**src/rtl/instr_fetch.sv**
```systemverilog
// rtl/instr_fetch.sv - instruction fetch stage: FETCH/ISSUE/HALT sequencer feeding decode
module instr_fetch #(
    parameter logic [15:0] RESET_PC = 16'h0000,
    parameter logic [4:0]  HLT_OP   = 5'b11111
) (
    input  logic        T0,
    input  logic        rst,
    output logic        mem_rd,
    output logic [15:0] mem_addr,
    input  logic [15:0] mem_data,
    input  logic        mem_ready,
    input  logic        stall,
    input  logic        pc_ld,
    input  logic [15:0] pc_new,
    output logic [15:0] IR,
    output logic        ir_valid,
    output logic [15:0] PC,
    output logic        halted,
    output logic [7:0]  fetch_cnt
);

    typedef enum logic [1:0] {
        FETCH = 2'd0,
        ISSUE = 2'd1,
        HALT  = 2'd2
    } fetchState_t;

    fetchState_t state;

    // Address always tracks the PC register, so it is stable while memory waits.
    assign mem_addr = PC;

    always_ff @(posedge T0) begin
        if (rst) begin
            state     <= FETCH;
            PC        <= RESET_PC;
            IR        <= 16'h0000;
            ir_valid  <= 1'b0;
            halted    <= 1'b0;
            fetch_cnt <= 8'h00;
            mem_rd    <= 1'b1;
        end else begin
            // A consumed instruction is counted even when a redirect lands on the same edge.
            if (state == ISSUE && !stall)
                fetch_cnt <= fetch_cnt + 8'h01;

            if (pc_ld) begin
                state    <= FETCH;
                PC       <= pc_new;
                ir_valid <= 1'b0;
                halted   <= 1'b0;
                mem_rd   <= 1'b1;
            end else begin
                case (state)
                    FETCH: begin
                        if (mem_ready) begin
                            IR       <= mem_data;
                            ir_valid <= 1'b1;
                            PC       <= PC + 16'h0001;
                            state    <= ISSUE;
                            mem_rd   <= 1'b0;
                        end
                    end
                    ISSUE: begin
                        if (!stall) begin
                            ir_valid <= 1'b0;
                            if (IR[15:11] == HLT_OP) begin
                                state  <= HALT;
                                halted <= 1'b1;
                                mem_rd <= 1'b0;
                            end else begin
                                state  <= FETCH;
                                mem_rd <= 1'b1;
                            end
                        end
                    end
                    HALT: begin
                        mem_rd <= 1'b0;
                    end
                    default: begin
                        state  <= FETCH;
                        mem_rd <= 1'b1;
                    end
                endcase
            end
        end
    end

endmodule

```
**config.mk**
```make
export PLATFORM = sky130hd
export DESIGN_NAME = instr_fetch
export DESIGN_NICKNAME = d
export VERILOG_FILES = /design/src/rtl/instr_fetch.sv
export SDC_FILE = /design/constraint.sdc
export NUM_CORES = 1
export LEC_CHECK = 0
export CAP_MARGIN = 40
export CELL_PAD_IN_SITES_DETAIL_PLACEMENT = 1
export CELL_PAD_IN_SITES_GLOBAL_PLACEMENT = 1
export CORE_MARGIN = 4
export CORE_UTILIZATION = 31
export DETAILED_ROUTE_END_ITERATION = 8
export PLACE_DENSITY_LB_ADDON = 0.15
export SYNTH_ARGS = -nofsm -noshare
export SYNTH_HDL_FRONTEND = slang
export SYNTH_SLANG_ARGS = --single-unit
```
**constraint.sdc**
```tcl
create_clock -name T0 -period 5.8 [get_ports T0]
set_clock_uncertainty 0.1 [all_clocks]
set_input_delay 1.45 -clock T0 [delete_from_list [all_inputs] [get_ports T0]]
set_output_delay 1.45 -clock T0 [all_outputs]
set_load 0.05 [all_outputs]
```
==> results of run 1 <==
==> critical path: cells and delay by family <==
kind,cells,cell delay [ns]
buf+inv,1,0.51
compound gates,1,0.29
simple gates,3,1.30
==> worst max path at each step <==
stage	start	endpoint	slack, ns
floorplan	mem_ready	PC[14]	2.64
global route	mem_ready	PC[12]	2.17
finish	mem_ready	PC[10]	2.34
global placement	mem_ready	PC[14]	2.05
CTS	mem_ready	PC[14]	2.33
detailed placement	mem_ready	PC[14]	2.02
==> layer usage <==
layer	GRT usage, %	routed length [um]	part of all wire [%]
met5	0	0	0
met4	3.83	78	1.3
met1	18.6	2730	44
met3	4.33	370	6.0
met2	25.9	2980	48
==> synth_stat cells <==
| library cell | n | area, sq um |
|---|---|---|
| or3b_1 | 1 | 8.76 |
| nand2_1 | 49 | 184 |
| a21oi_1 | 21 | 105 |
| xnor2_1 | 6 | 52.6 |
| nand3_1 | 7 | 35.0 |
| or2_1 | 1 | 6.26 |
| o21ai_0 | 2 | 10.0 |
| ha_1 | 2 | 25.0 |
| o2111a_1 | 1 | 11.3 |
| dfxtp_1 | 45 | 901 |
| a311oi_1 | 5 | 43.8 |
| clkbuf_2 | 1 | 5.00 |
| buf_1 | 1 | 3.75 |
| nor2_1 | 24 | 90.1 |
| o41ai_1 | 1 | 8.76 |
| xor2_1 | 10 | 87.6 |
| nor4_1 | 1 | 6.26 |
| and4_1 | 2 | 17.5 |
| nand4bb_1 | 1 | 11.3 |
| nor3b_1 | 2 | 15.0 |
| o211ai_1 | 1 | 7.51 |
| a211oi_1 | 10 | 75.1 |
| mux2i_1 | 1 | 10.0 |
| or3_1 | 1 | 6.26 |
| nand4_1 | 9 | 56.3 |
| a31oi_1 | 2 | 12.5 |
| nor3_1 | 6 | 30.0 |
| or4_1 | 3 | 22.5 |
| a2111o_1 | 1 | 11.3 |
| buf_4 | 16 | 120 |
| buf_6 | 1 | 11.3 |
| or4b_2 | 1 | 10.0 |
| o31ai_1 | 3 | 22.5 |
| o21a_1 | 1 | 7.51 |
| clkbuf_1 | 11 | 41.3 |
| inv_1 | 5 | 18.8 |
| and3_1 | 4 | 25.0 |
==> cell families after synthesis <==
| logic type | Yosys count |
|---|---|
| xor gates and xnor gates | 16 |
| buffers and inverters | 35 |
| adders and majority gates | 2 |
| DFF | 45 |
| muxes | 1 |
| and+or+nand+nor | 112 |
| AOI/OAI and AO/OA | 48 |
==> flip-flops by register name (all words and copies together), names as in the netlist <==
name       cells
IR            16
PC            16
fetch_cnt      8
halted         1
ir_valid       1
mem_rd         1
state          2
==> power by group through the flow <==
stage | Combinational, mW | Sequential [mW] | Clock, mW
after floorplan | 0.0758 | 0.392 | 0
after global placement | 0.187 | 0.348 | 0
after detailed placement | 0.191 | 0.349 | 0
after CTS | 0.191 | 0.342 | 0.223
after global routing | 0.200 | 0.345 | 0.235
final | 0.189 | 0.341 | 0.214
==> cell type report <==
type                       instances  area share [%]
multi-input combinational        179            32.4
inverter                           5           0.599
clock buffer                       7            3.07
sequential                        45            28.7
timing repair buffer             100            32.0
tap                               77            3.07
clock inverter                     1           0.160
==> results_dict.tcl, run 1 <==
set metrics [dict create \
    synth_seq_cells 45 \
    num_vias 2109 \
    placed_cells 406 \
    ant_nets 0 \
    grt_overflow_total 0 \
    place.port_buffers 95 \
    row_count 29 \
    r2r-end "PC[10]" \
    path_cells "clkdlybuf4s50_1, or3b_1, or2_1, or4_1, a311oi_1" \
    stdcell_count 414 \
    wl_per_cell_um 14.9 \
    cts.sinks 45 \
    postCtsResizedCells 0 \
    fp.dieW_um 90.6 \
    syn_inst 259 \
    vdd_drop_max_mv 0.113 \
    place_congestion 0.747 \
    antenna_found_initial 0 \
    drv_cap 0 \
    antennaDiodeCount 0 \
    area_growth_pct 48.2 \
    arrival_ns 3.56 \
    rsz0062_at_grt "no" \
    holdPathStages 2 \
    hpwl_um 4650 \
    filler_cell_count 783 \
    stdcell_area_sq_um 3140 \
    io_pins 96 \
    synth.distinct_cells 37 \
    layout_commonest_cell "clkdlybuf4s50_1" \
    swShare_pct 32.2 \
    grt_pass1_wl_um 10300 \
    leakage_nw 1.08 \
    min_period_over_period_pct 59.7 \
    clkPwrFrac_pct 28.8 \
    cp_max_fo 10 \
    insertion_delay_ns 0.30 \
    syn_nets 298 \
    place_ws_ns 2.02 \
    cts_hold_buf 0 \
    grt.total_usage_pct 15.1 \
    tightest_slew_ns 0.615 \
    viasPerCell 5.09 \
    die_area_sq_um 8210 \
    finalSetupViolCount 0 \
    p_int_mw 0.504 \
    grt_max_degree 30 \
    drive_gt1_share_pct 4.45 \
    clkTransAtPathRegs_ns 0.08 \
    post_cts_buffers 0 \
    mostFrequentLayoutCells "clkdlybuf4s50_1, nand2_1, dfxtp_1, nor2_1, a21oi_1" \
    power.total_mw 0.744 \
    finalHoldViolCount 0 \
    regArea_sq_um 901 \
    htree_levels 2 \
    min_period_ns 3.46 \
    setup_ws_ns 2.34 \
    p_seq_share_pct 45.8 \
    placed_area_sq_um 3030 \
    drt_iter0_drc 65 \
    synth_compound_area_share_pct 14.9 \
    whs_endpoint "IR[5]" \
    numCtsBuffers 5 \
    fin_util_pct 48.3 \
    synthSimpleGateAreaFrac_pct 24.8 \
    drc 0 \
    rr_worst_depth 4 \
    ys_seq_area_share_pct 42.6 \
    drv_slew 0 \
    fp.dieH_um 90.6 \
    power_density_nw_per_um2 237 \
    muxShareOfSynthArea_pct 0.473 \
    min-delay-path-class "reg -> reg" \
    drt_wl_total_um 6160 \
    ys.warnings.count 0 \
    final_nets 375 \
    fmax_mhz 289 \
    worst_hold_slack_ns 0.357 \
    r2r_slack_ns 3.61 \
    rr_startpoint "state[0]" \
    max-slew-margin-rel_pct 58.9 \
    comb_power_share_pct 25.4 \
    startpoint_type "primary input" \
    grt_pass1_vias 2139 \
    synthXorXnorAreaFrac_pct 6.62 \
    synthAdderAreaFrac_pct 1.18 \
    min-delay-start "IR[5]" \
    start_util_pct 32.6 \
    power.switching_mw 0.239 \
    drt_pass1_iterations 4 \
    critPathKind "in -> reg" \
    critPathSlowestCell "or3b_1" \
    cts_root_buf "clkbuf_8" \
    tns_ns 0 \
    cts_buffer_depth 2 \
    syn_area_sq_um 2120 \
    coreArea_sq_um 6490 \
    crit_path_max_incr_delay_ns 0.52 \
    syn_avg_cell_area_sq_um 8.17 \
    status "complete, no violations" \
    worst_ep_required_time_ns 5.89 \
    multi_input_area_sq_um 1010 \
    end_kind "register" \
    synth_top_family_by_area "simple AND/OR/NAND/NOR gates" \
    cts_tree "done" \
]
Power figures use the tool's default switching activity.
==> run 2: changes to the inputs <==
--- a/config.mk
+++ b/config.mk
@@ -9,7 +9,7 @@
 export CELL_PAD_IN_SITES_DETAIL_PLACEMENT = 1
 export CELL_PAD_IN_SITES_GLOBAL_PLACEMENT = 1
 export CORE_MARGIN = 4
-export CORE_UTILIZATION = 31
+export CORE_UTILIZATION = 26
 export DETAILED_ROUTE_END_ITERATION = 8
 export PLACE_DENSITY_LB_ADDON = 0.15
 export SYNTH_ARGS = -nofsm -noshare
==> constraint.sdc (replaced) <==
create_clock -name T0 -period 2.8 [get_ports T0]
set_clock_uncertainty 0.1 [all_clocks]
set_input_delay 0.7 -clock T0 [delete_from_list [all_inputs] [get_ports T0]]
set_output_delay 0.7 -clock T0 [all_outputs]
set_load 0.05 [all_outputs]
==> run 2 against run 1 <==
Die area increased by 17%. Total power up 120%. Clock power rose by 140%. Design area rose by 3.3%. Register-to-register slack got worse by 2.9 ns.
==> results_dict.tcl, run 2 (synthesis gave the netlist of run 1 again) <==
set metrics [dict create \
    finalHoldViolCount 0 \
    arrival_ns 2.61 \
    p_seq_share_pct 43.5 \
    power.total_mw 1.62 \
    worst_hold_slack_ns 0.357 \
    top_regs "IR x16, PC x16, fetch_cnt x8" \
    max-slew-margin-rel_pct 65.5 \
    rr_startpoint "PC[0]" \
    swShare_pct 31.2 \
    place.port_buffers 95 \
    cts_hold_buf 0 \
    rr_worst_depth 5 \
    worst_ep_required_time_ns 2.91 \
    end_kind "register" \
    stdcell_area_sq_um 3240 \
    final_nets 383 \
    grt.total_usage_pct 13.2 \
    fin_util_pct 41.5 \
    grt_pass1_vias 2136 \
    drv_cap 0 \
    clkPwrFrac_pct 32.0 \
    vdd_drop_max_mv 0.193 \
    fp.dieH_um 98.2 \
    multi_input_area_sq_um 1010 \
    leakage_nw 1.12 \
    drt_wl_total_um 6340 \
    critPathKind "in -> reg" \
    placed_area_sq_um 3120 \
    drive_gt1_share_pct 6.67 \
    io_pins 96 \
    placed_cells 439 \
    antenna_found_initial 0 \
    post_cts_buffers 0 \
    htree_levels 2 \
    path_depth 5 \
    cp_max_fo 6 \
    drt_pass1_iterations 4 \
    worstSetupEndpoint "PC[14]" \
    ant_nets 0 \
    min_period_over_period_pct 89.2 \
    cts.sinks 45 \
    path_cells "clkdlybuf4s50_1, or3b_1, or2_1, or4_1, a311oi_1" \
    stdcell_count 447 \
    viasPerCell 4.72 \
    p_int_mw 1.12 \
    grt_pass1_wl_um 10500 \
    cp_top_family "simple AND/OR/NAND/NOR gates" \
    num_vias 2112 \
    row_count 32 \
    antennaDiodeCount 0 \
    postCtsResizedCells 0 \
    mostFrequentLayoutCells "clkdlybuf4s50_1, nand2_1, dfxtp_1, nor2_1, a21oi_1" \
    die_area_sq_um 9650 \
    cp-startpoint "mem_ready" \
    finalSetupViolCount 0 \
    min-delay-path-class "reg -> reg" \
    comb_power_share_pct 24.6 \
    fmax_mhz 400 \
    grt_max_degree 32 \
    hpwl_um 4800 \
    area_growth_pct 53.0 \
    layout_commonest_cell "clkdlybuf4s50_1" \
    coreArea_sq_um 7810 \
    startpoint_type "primary input" \
    cts_buffer_depth 2 \
    holdPathStages 2 \
    numCtsBuffers 5 \
    filler_cell_count 944 \
    fp.dieW_um 98.2 \
    rsz0062_at_grt "no" \
    drt_iter0_drc 58 \
    drv_slew 0 \
    power_density_nw_per_um2 501 \
    critPathSlowestCell "or4_1" \
    cts_tree "done" \
    crit_buf_inv 1 \
    drc 0 \
    r2r-end "PC[14]" \
    r2r_slack_ns 0.75 \
    regArea_sq_um 901 \
    tightest_slew_ns 0.516 \
    crit_path_max_incr_delay_ns 0.48 \
    min_period_ns 2.50 \
    start_util_pct 27.1 \
    insertion_delay_ns 0.30 \
    power.switching_mw 0.506 \
    wl_per_cell_um 14.2 \
    place_congestion 0.712 \
    cts_root_buf "clkbuf_8" \
    grt_overflow_total 0 \
    clkTransAtPathRegs_ns 0.09 \
    status "complete, no violations" \
]
## run 2: changes by cell type in the layout (fill, tap and decap cells not counted), sizes merged
cell,delta
clkbuf,-1
clkinv,-1
buf,+8
clkinvlp,+1
bufinv,+1
## run 2: routing by layer
layer / vias to the layer above / wire length [um] / share of wire (%) / GRT usage [%]
li1: 1058 / - / - / -
met1: 985 / 2780 / 44 / 15.5
met2: 63 / 2950 / 47 / 22.6
met3: 6 / 537 / 8.5 / 5.29
met4: 0 / 65 / 1.0 / 3.47
met5: - / 0 / 0 / 0
## run 2: power by group through the flow
| stage | clock network (mW) | registers (mW) | logic, mW |
|---|---|---|---|
| 2_1_floorplan | 0 | 0.812 | 0.157 |
| 3_3_place_gp | 0 | 0.720 | 0.397 |
| 3_5_place_dp | 0 | 0.721 | 0.403 |
| 4_1_cts | 0.541 | 0.707 | 0.404 |
| 5_1_grt | 0.581 | 0.714 | 0.422 |
| 6_report | 0.519 | 0.706 | 0.399 |
## run 2: layout make-up
type                            instances  share of cell area, %
Clock buffer                            6                   2.55
Tap cell                              102                   3.94
Clock inverter                          2                   1.16
Inverter                                5                  0.580
Sequential cell                        45                   27.8
Timing Repair Buffer                  108                   32.6
Multi-Input combinational cell        179                   31.3
## run 2: how the worst min path moves through the flow
stage / endpoint / startpoint / slack (ns)
2_1_floorplan: state[1] / state[1] / 0.40
3_3_place_gp: IR[6] / IR[6] / 0.34
3_5_place_dp: IR[1] / IR[1] / 0.35
4_1_cts: IR[2] / IR[2] / 0.36
5_1_grt: IR[2] / IR[2] / 0.38
6_report: IR[2] / IR[2] / 0.36
## run 2: stage by stage
step	TNS [ns]	setup slack, ns
after global routing	0	0.158
after global placement	0	0.0152
after floorplan	0	0.392
after CTS	0	0.305
final	0	0.301
after detailed placement	-0.00333	-0.00333
## run 2: worst min-delay path: stages, from the launching register on
cell	delay, ns
dfxtp_1	0.32
nand2_1	0.05
a21oi_1	0.05
==> run 3: changes to the inputs <==
--- a/config.mk
+++ b/config.mk
@@ -5,6 +5,7 @@
 export SDC_FILE = /design/constraint.sdc
 export NUM_CORES = 1
 export LEC_CHECK = 0
+export ABC_AREA = 1
 export CAP_MARGIN = 40
 export CELL_PAD_IN_SITES_DETAIL_PLACEMENT = 1
 export CELL_PAD_IN_SITES_GLOBAL_PLACEMENT = 1
==> run 3 against run 2 <==
Largest cell class is now multi-input combinational cells. Hold slack gained 0.0049 ns. Setup slack lost 0.021 ns. Sequential power grew 0.7%. Clock-buffer cell count shrank 1. Utilization shrank 2.7 points. Largest power group unchanged. Sequential cell count is the same.
==> results_dict.tcl, run 3 <==
set metrics [dict create \
    drt_pass1_iterations 4 \
    syn_nets 378 \
    postCtsResizedCells 0 \
    place.port_buffers 95 \
    grt_max_degree 26 \
    vdd_drop_max_mv 0.204 \
    synth_flop_cell "dfxtp_1" \
    tightest_slew_ns 0.527 \
    ys_seq_area_share_pct 38.6 \
    worst_ep_required_time_ns 2.00 \
    row_count 34 \
    placed_area_sq_um 3270 \
    yosysMostFrequentCell "nor2_1" \
    cts_tree "done" \
    cp_top_family "buffers and inverters" \
    finalHoldViolCount 0 \
    yosysTopAreaCellShare_pct 38.6 \
    antenna_found_initial 0 \
    drv_slew 0 \
    drt_iter0_drc 45 \
    finalSetupViolCount 0 \
    min-delay-path-class "reg -> reg" \
    grt.total_usage_pct 15.0 \
    cts.sinks 45 \
    area_growth_pct 44.9 \
    fp.dieH_um 103 \
    power_density_nw_per_um2 494 \
    critPathKind "reg -> out" \
    coreArea_sq_um 8720 \
    cts_hold_buf 0 \
    wl_per_cell_um 14.5 \
    synthArstFlopShare_pct 0 \
    die_area_sq_um 10500 \
    viasPerCell 4.54 \
    crit_path_max_incr_delay_ns 0.87 \
    io_pins 96 \
    layout_commonest_cell "clkdlybuf4s50_1" \
    antennaDiodeCount 0 \
    setup_ws_ns 0.280 \
    top_regs "IR x16, PC x16, fetch_cnt x8" \
    rsz0062_at_grt "no" \
    synth.distinct_cells 32 \
    synth_edf_count 0 \
    tns_ns 0 \
    status "complete, no violations" \
    syn_area_sq_um 2330 \
    clkTransAtPathRegs_ns 0.10 \
    stdcell_area_sq_um 3380 \
    drive_gt1_share_pct 5.73 \
    syn_inst 339 \
    drt_wl_total_um 7650 \
    max-slew-margin-rel_pct 64.7 \
    start_util_pct 26.7 \
    post_cts_buffers 0 \
    fmax_mhz 397 \
    drv_cap 0 \
    critPathSlowestCell "clkdlybuf4s50_1" \
    num_vias 2390 \
    synthTopCellsByArea "dfxtp_1, nor2_1, nand2_1" \
    place_congestion 0.846 \
    arrival_ns 1.72 \
    mostFrequentLayoutCells "clkdlybuf4s50_1, nor2_1, nand2_1, dfxtp_1, inv_1" \
    crit_buf_inv 1 \
    fp.dieW_um 103 \
    synthTopCellsByCount "nor2_1, nand2_1, dfxtp_1" \
    final_nets 457 \
    hpwl_um 5830 \
    leakage_nw 1.30 \
    place_ws_ns 0.467 \
    numCtsBuffers 5 \
    ant_nets 0 \
    synth_area_leader_cell "dfxtp_1" \
    synth_seq_cells 45 \
    min_period_ns 2.52 \
    startpoint_type "register" \
    htree_levels 2 \
    grt_pass1_wl_um 12300 \
    end_kind "primary output" \
    drc 0 \
    ys.warnings.count 0 \
    path_cells "clkdlybuf4s50_1" \
    cp_max_fo 8 \
    grt_overflow_total 0 \
    syn_avg_cell_area_sq_um 6.88 \
    min_period_over_period_pct 90.0 \
    cts_root_buf "clkbuf_8" \
    cts_buffer_depth 2 \
    insertion_delay_ns 0.31 \
    grt_pass1_vias 2438 \
]
## run 3: cell count changes in the layout (fill, tap and decap cells not counted), sizes merged, moves of 4 or more
cell    before  now
a211oi      10    0
a311oi       5    0
buf         14    4
inv          5   42
nand2       49   58
nand3        7   20
nor2        24   62
nor3         6    2
o21ai        2   40
xnor2        6    2
xor2        10    2
## run 3: metal layers
metal / GRT usage (%) / part of all wire, % / wire length [um] / vias up
met5: 0 / 0 / 0 / -
met4: 3.63 / 1.2 / 90 / 0
met3: 3.38 / 4.7 / 363 / 7
met2: 24.1 / 47 / 3560 / 50
met1: 20.4 / 48 / 3630 / 1106
li1: - / - / - / 1227
## run 3: cells by family (layout without fill, tap and decap cells)
| logic type | after synthesis | count (layout) | share of synthesized area (%) |
|---|---|---|---|
| AOI/OAI and AO/OA | 69 | 69 | 15.5 |
| adders and majority gates | 2 | 2 | 1.07 |
| buffers and inverters | 68 | 148 | 14.4 |
| xor gates and xnor gates | 4 | 4 | 1.50 |
| DFF | 45 | 45 | 38.6 |
| and+or+nand+nor | 151 | 151 | 28.9 |
## run 3: metrics by stage
step	power [mW]	utilization [%]	cells	hold WS, ns
after floorplan	1.00	-	339	0.387
after global placement	1.16	37.4	519	0.342
after detailed placement	1.17	37.4	519	0.352
after CTS	1.69	38.7	527	0.368
after global routing	1.75	38.7	527	0.388
final	1.67	38.7	527	0.362
## run 3: layout make-up
cell class,instances,area (sq um)
Multi-Input combinational cell,226,1090
Clock inverter,3,43.8
Sequential cell,45,901
Clock buffer,5,68.8
Fill cell,1097,5340
Inverter,41,154
Timing Repair Buffer,99,981
Tap cell,108,135
## run 3: path summary, 6_finish.rpt
path / startpoint / to / slack [ns] / cells after the start
worst min register to register: halted / halted / 0.36 / 2
worst max-delay path: PC[6] / PC[6] / 0.28 / 1
worst min-delay path: halted / halted / 0.36 / 2
worst max register to register: PC[0] / PC[12] / 0.99 / 9
## run 3: power by group
| part | total (mW) | switching [mW] | internal (mW) | leakage (nW) |
|---|---|---|---|---|
| Clock | 0.521 | 0.253 | 0.268 | 0.0585 |
| Combinational | 0.436 | 0.277 | 0.158 | 0.873 |
| Sequential | 0.711 | 0.0375 | 0.674 | 0.369 |
